**config.mk**
```make
export PLATFORM = sky130hd
export DESIGN_NAME = dpram_port_arbiter
export DESIGN_NICKNAME = d
export VERILOG_FILES = /design/src/rtl/dpram_port_arbiter.sv
export SDC_FILE = /design/constraint.sdc
export NUM_CORES = 1
export LEC_CHECK = 0
export ABC_AREA = 1
export BUFFER_PORTS_ARGS = -buffer_cell sky130_fd_sc_hd__buf_2
export CORE_MARGIN = 4
export CORE_UTILIZATION = 51
export DETAILED_ROUTE_END_ITERATION = 10
export GPL_TIMING_DRIVEN = 0
export PLACE_DENSITY = 0.81
export SLEW_MARGIN = 0
export SYNTH_ARGS = -nofsm -noshare
export SYNTH_HDL_FRONTEND = slang
export SYNTH_SLANG_ARGS = --single-unit
```
**constraint.sdc**
```tcl
create_clock -name m_clock -period 5.48 [get_ports m_clock]
set_input_delay 0.274 -clock m_clock [delete_from_list [all_inputs] [get_ports m_clock]]
set_output_delay 0.274 -clock m_clock [all_outputs]
set_load 0.05 [all_outputs]
```
**src/rtl/dpram_port_arbiter.sv**
```systemverilog
// Round-robin arbiter sharing one port of the byte-addressed 32-bit dual-port RAM
// between two requesters. Byte and halfword writes are done as a read-modify-write
// of the containing word because the RAM only accepts full-word writes.
module dpram_port_arbiter #(
    parameter int ADDR_W = 32
) (
    input  logic              m_clock,
    input  logic              p_reset,
    input  logic              req0,
    input  logic              we0,
    input  logic [1:0]        size0,
    input  logic [ADDR_W-1:0] addr0,
    input  logic [31:0]       wdata0,
    output logic [31:0]       rdata0,
    output logic              ack0,
    output logic              err0,
    input  logic              req1,
    input  logic              we1,
    input  logic [1:0]        size1,
    input  logic [ADDR_W-1:0] addr1,
    input  logic [31:0]       wdata1,
    output logic [31:0]       rdata1,
    output logic              ack1,
    output logic              err1,
    output logic [ADDR_W-1:0] mem_addr,
    output logic [31:0]       mem_wdata,
    output logic              mem_we,
    input  logic [31:0]       mem_rdata
);

    typedef enum logic [1:0] {IDLE, ACCESS, WRITE, DONE} state_t;

    state_t            state, state_next;
    logic              rr_last;
    logic              gnt_id;
    logic              id;
    logic              we_q;
    logic [1:0]        size_q;
    logic [ADDR_W-1:0] addr_q;
    logic [31:0]       wdata_q;
    logic [31:0]       merge;
    logic              err_q;
    logic              misaligned;
    logic              we_raw;
    logic [ADDR_W-1:0] aligned_addr;

    // Extract the addressed lane of a RAM word, zero-extended and right-justified.
    function automatic logic [31:0] read_lane(input logic [31:0] word,
                                              input logic [1:0]  size,
                                              input logic [1:0]  off);
        logic [31:0] r;
        case (size)
            2'b00:   r = {24'd0, word[{off, 3'b000} +: 8]};
            2'b01:   r = {16'd0, word[{off[1], 4'b0000} +: 16]};
            default: r = word;
        endcase
        return r;
    endfunction

    // Replace the addressed byte or halfword lane of a RAM word with new data.
    function automatic logic [31:0] merge_lane(input logic [31:0] word,
                                               input logic [31:0] wd,
                                               input logic [1:0]  size,
                                               input logic [1:0]  off);
        logic [31:0] m;
        m = word;
        if (size == 2'b00)
            m[{off, 3'b000} +: 8] = wd[7:0];
        else
            m[{off[1], 4'b0000} +: 16] = wd[15:0];
        return m;
    endfunction

    // On a tie the requester that did not win last time is granted.
    assign gnt_id = (req0 && req1) ? ~rr_last : req1;

    assign misaligned = (size_q == 2'b11) ||
                        (size_q == 2'b01 && addr_q[0]) ||
                        (size_q == 2'b10 && addr_q[1:0] != 2'b00);

    assign aligned_addr = {addr_q[ADDR_W-1:2], 2'b00};

    assign ack0 = (state == DONE) && !id;
    assign ack1 = (state == DONE) && id;
    assign err0 = ack0 && err_q;
    assign err1 = ack1 && err_q;

    // Next-state and RAM-port decode; the port is idle (all zero) outside ACCESS/WRITE.
    always_comb begin
        state_next = state;
        mem_addr   = '0;
        mem_wdata  = '0;
        we_raw     = 1'b0;
        case (state)
            IDLE: begin
                if (req0 || req1)
                    state_next = ACCESS;
            end
            ACCESS: begin
                state_next = DONE;
                if (!misaligned) begin
                    mem_addr = aligned_addr;
                    if (we_q && size_q == 2'b10) begin
                        we_raw    = 1'b1;
                        mem_wdata = wdata_q;
                    end else if (we_q) begin
                        state_next = WRITE;
                    end
                end
            end
            WRITE: begin
                mem_addr   = aligned_addr;
                mem_wdata  = merge;
                we_raw     = 1'b1;
                state_next = DONE;
            end
            default: state_next = IDLE;
        endcase
        // A reset arriving during a write cycle must leave the RAM untouched.
        mem_we = we_raw && !p_reset;
    end

    // Control state: FSM, round-robin pointer, error flag and returned read data.
    always_ff @(posedge m_clock) begin
        if (p_reset) begin
            state   <= IDLE;
            rr_last <= 1'b1;
            err_q   <= 1'b0;
            rdata0  <= '0;
            rdata1  <= '0;
        end else begin
            state <= state_next;
            if (state == IDLE && (req0 || req1))
                rr_last <= gnt_id;
            if (state == ACCESS) begin
                err_q <= misaligned;
                if (!misaligned && !we_q) begin
                    if (id)
                        rdata1 <= read_lane(mem_rdata, size_q, addr_q[1:0]);
                    else
                        rdata0 <= read_lane(mem_rdata, size_q, addr_q[1:0]);
                end
            end
        end
    end

    // Request fields latched at grant, and the merged word for a partial write.
    always_ff @(posedge m_clock) begin
        if (state == IDLE && (req0 || req1)) begin
            id      <= gnt_id;
            we_q    <= gnt_id ? we1    : we0;
            size_q  <= gnt_id ? size1  : size0;
            addr_q  <= gnt_id ? addr1  : addr0;
            wdata_q <= gnt_id ? wdata1 : wdata0;
        end
        if (state == ACCESS)
            merge <= merge_lane(mem_rdata, wdata_q, size_q, addr_q[1:0]);
    end

endmodule

```
==> results.cfg <==
[clock_network]
cts_resized = 0
clk_latency_ns = 0.43
numCtsBuffers = 17
clkTransAtPathRegs_ns = 0.07
cts_buffer_depth = 2
cts_root_buf = clkbuf_16
cts_tree = built
postCtsHoldBufs = 0
h-tree-depth = 4
postCtsSetupRepairBufs = 0
cts_sinks = 168

[sta]
min_period_ns = 3.75
finClkSkew_ns = 0.00647
hold_viol_final = 0
setup_viol = 0
max-slew-margin-rel = 0.405
timing.fmax_ghz = 0.266
period_share = 0.685
rsz0062_at_grt = false
worstMarginPinSlew_ns = 0.892
maxSlewViolCount = 0

[route]
totalWireLength_mm = 30.4
viasPerCell = 5.21
ant_nets = 0
drc = 0
dr.first_iter.drc_count = 767
firstDrtPassIters = 6
vias = 9373
wl_per_cell_um = 16.9

[layout]
syn2layout_area_growth_pct = 26.3
stdcell_count = 1800
antenna-diode-count = 0
num-nets-final = 1742
drive_gt1_frac = 0.262

[worst_setup_path]
crit_path_start_kind = flop
rr_startpoint = addr_q[1]$_DFFE_PP_
path_max_fanout = 12
r2r-end = merge[11]$_DFFE_PP_
crit_path_end_kind = output pin
cp_data_required_time_ns = 5.21
arrival_ns = 3.48
reg2reg_depth = 8
r2r_slack_ns = 2.48
crit_type = flop to output pin

[die]
die_h_um = 142
core_area_mm2 = 0.0174
io_pins = 303
start_util = 0.524
rows = 48
fp.dieW_um = 142
die-area_mm2 = 0.0201

[power]
power_leakage_nw = 5.77
ir_worst_vdd_mv = 0.316
power_mw = 5.95
p_per_area_mw_per_mm2 = 516

[synth]
synth_seq_cells = 168
syn_inst = 1240
yosysMostFrequentCell = nand2_1
synth_area_per_cell_um2 = 7.36
yosys.area.top_type = edfxtp_1
synth.distinct_cells = 30
async_flop_share = 0
yosysWarnings = 0
yosys_most_used_dff = edfxtp_1
synth_area_leaders = edfxtp_1 (33%), nand2_1 (19%), dfxtp_1 (15%)
synth_top_area_share = 0.329
yosys-top-cells-count = nand2_1 (452), inv_1 (142), nor2_1 (109)
synth-edff-count = 100
syn-cell-area_mm2 = 0.00912
ys_seq_area_frac = 0.478

[worst_hold_path]
hp-start = wdata1[15]
worstHoldEndpoint = wdata_q[15]$_DFFE_PP_
whs_path_depth = 3
hold_path.class = input pin to flop

[global_route]
overflow = 0
grt_pass1_wl_mm = 45.9
track_usage = 0.294
grt_max_degree = 37
antenna_found_initial = 0
grt_pass1_vias = 8734

[job]
drv_cap = 0

[place]
placed_cells = 1768
place.gp.congestion = 0.962
dpl.hpwl_mm = 23.6
port_buffers = 300

[status]
status = finished, final reports clean
-- how the worst max path moves through the flow --
stage / start / to / slack (ns) / depth (start not counted)
6_report: addr_q[1]$_DFFE_PP_ / mem_wdata[0] / 1.73 / 14
5_1_grt: addr_q[1]$_DFFE_PP_ / mem_addr[29] / 1.49 / 12
4_1_cts: addr_q[1]$_DFFE_PP_ / mem_addr[29] / 1.74 / 12
3_5_place_dp: addr_q[1]$_DFFE_PP_ / mem_addr[29] / 2.22 / 12
3_3_place_gp: state[1]$_SDFFE_PP0P_ / rr_last$_SDFFE_PP1P_ / -0.55 / 7
2_1_floorplan: state[0]$_SDFFE_PP0P_ / rr_last$_SDFFE_PP1P_ / 0.89 / 7
-- kinds of logic (layout without fill, tap and decap cells) --
| group | Yosys count | after routing | synth area share |
|---|---|---|---|
| other | 1 | 2 | 0.000411 |
| DFF | 168 | 168 | 0.478 |
| and+or+nand+nor | 627 | 627 | 0.276 |
| adders and majority gates | 10 | 10 | 0.0137 |
| AOI/OAI and AO/OA | 210 | 210 | 0.128 |
| buffers and inverters | 224 | 558 | 0.103 |
-- through the flow --
step	worst slack [ns]	util	cell area (um^2)	hold slack (ns)	setup TNS, ns
floorplan	0.894	-	9130	0.352	0
global placement	-0.555	0.626	10900	0.433	-27.22
detailed placement	2.22	0.630	11000	0.439	0
CTS	1.74	0.662	11500	0.0894	0
global route	1.49	0.662	11500	0.105	0
finish	1.73	0.662	11500	0.0977	0
-- layout make-up --
cell class	instances	area, um^2
fill	1560	5890
sequential	168	4360
multi-input combinational	849	3830
timing repair buffer	302	1550
inverter	147	552
clock buffer	19	464
buffer	77	392
tap	225	282
clock inverter	13	91.3
-- sequential cells by signal (all words and copies together) (netlist names) --
register / count
size_q: 2
rr_last: 1
addr_q: 32
rdata1: 32
id: 1
rdata0: 32
state: 2
we_q: 1
merge: 32
wdata_q: 32
err_q: 1
-- metal layers --
| layer | vias to the layer above | GRT usage | share of wire |
|---|---|---|---|
| li1 | 4599 | - | - |
| met1 | 4165 | 0.367 | 0.38 |
| met2 | 537 | 0.506 | 0.49 |
| met3 | 72 | 0.0630 | 0.10 |
| met4 | 0 | 0.0990 | 0.029 |
| met5 | - | 0 | 0 |
-- where the power goes --
part	leakage (nW)	total [mW]	internal, mW	switching, mW
sequential	1.52	2.06	1.86	0.203
combinational	3.98	2.75	0.675	2.07
clock	0.283	1.14	0.622	0.519
-- placed cells by master (no fill, tap or decap), types with 18 or more instances in the layout --
master and n:
a21oi_1 74, buf_2 331, clkbuf_1 33, clkbuf_16 18
dfxtp_1 68, edfxtp_1 100, inv_1 143, nand2_1 452
nand3_1 25, nand4_1 19, nor2_1 109, o21ai_0 69
o22ai_1 24
-- critical path, cell delays in order, from the launching register on --
cell	delay, ns
edfxtp_1	0.50
inv_1	0.23
clkbuf_1	0.57
ha_1	0.27
buf_4	0.18
inv_2	0.05
nand2_2	0.07
nand2_4	0.07
nand2_4	0.10
nand2_2	0.07
nor2_4	0.24
buf_6	0.21
nand2_2	0.06
a21oi_2	0.14
buf_2	0.29
(Power assumes the default switching activity.)
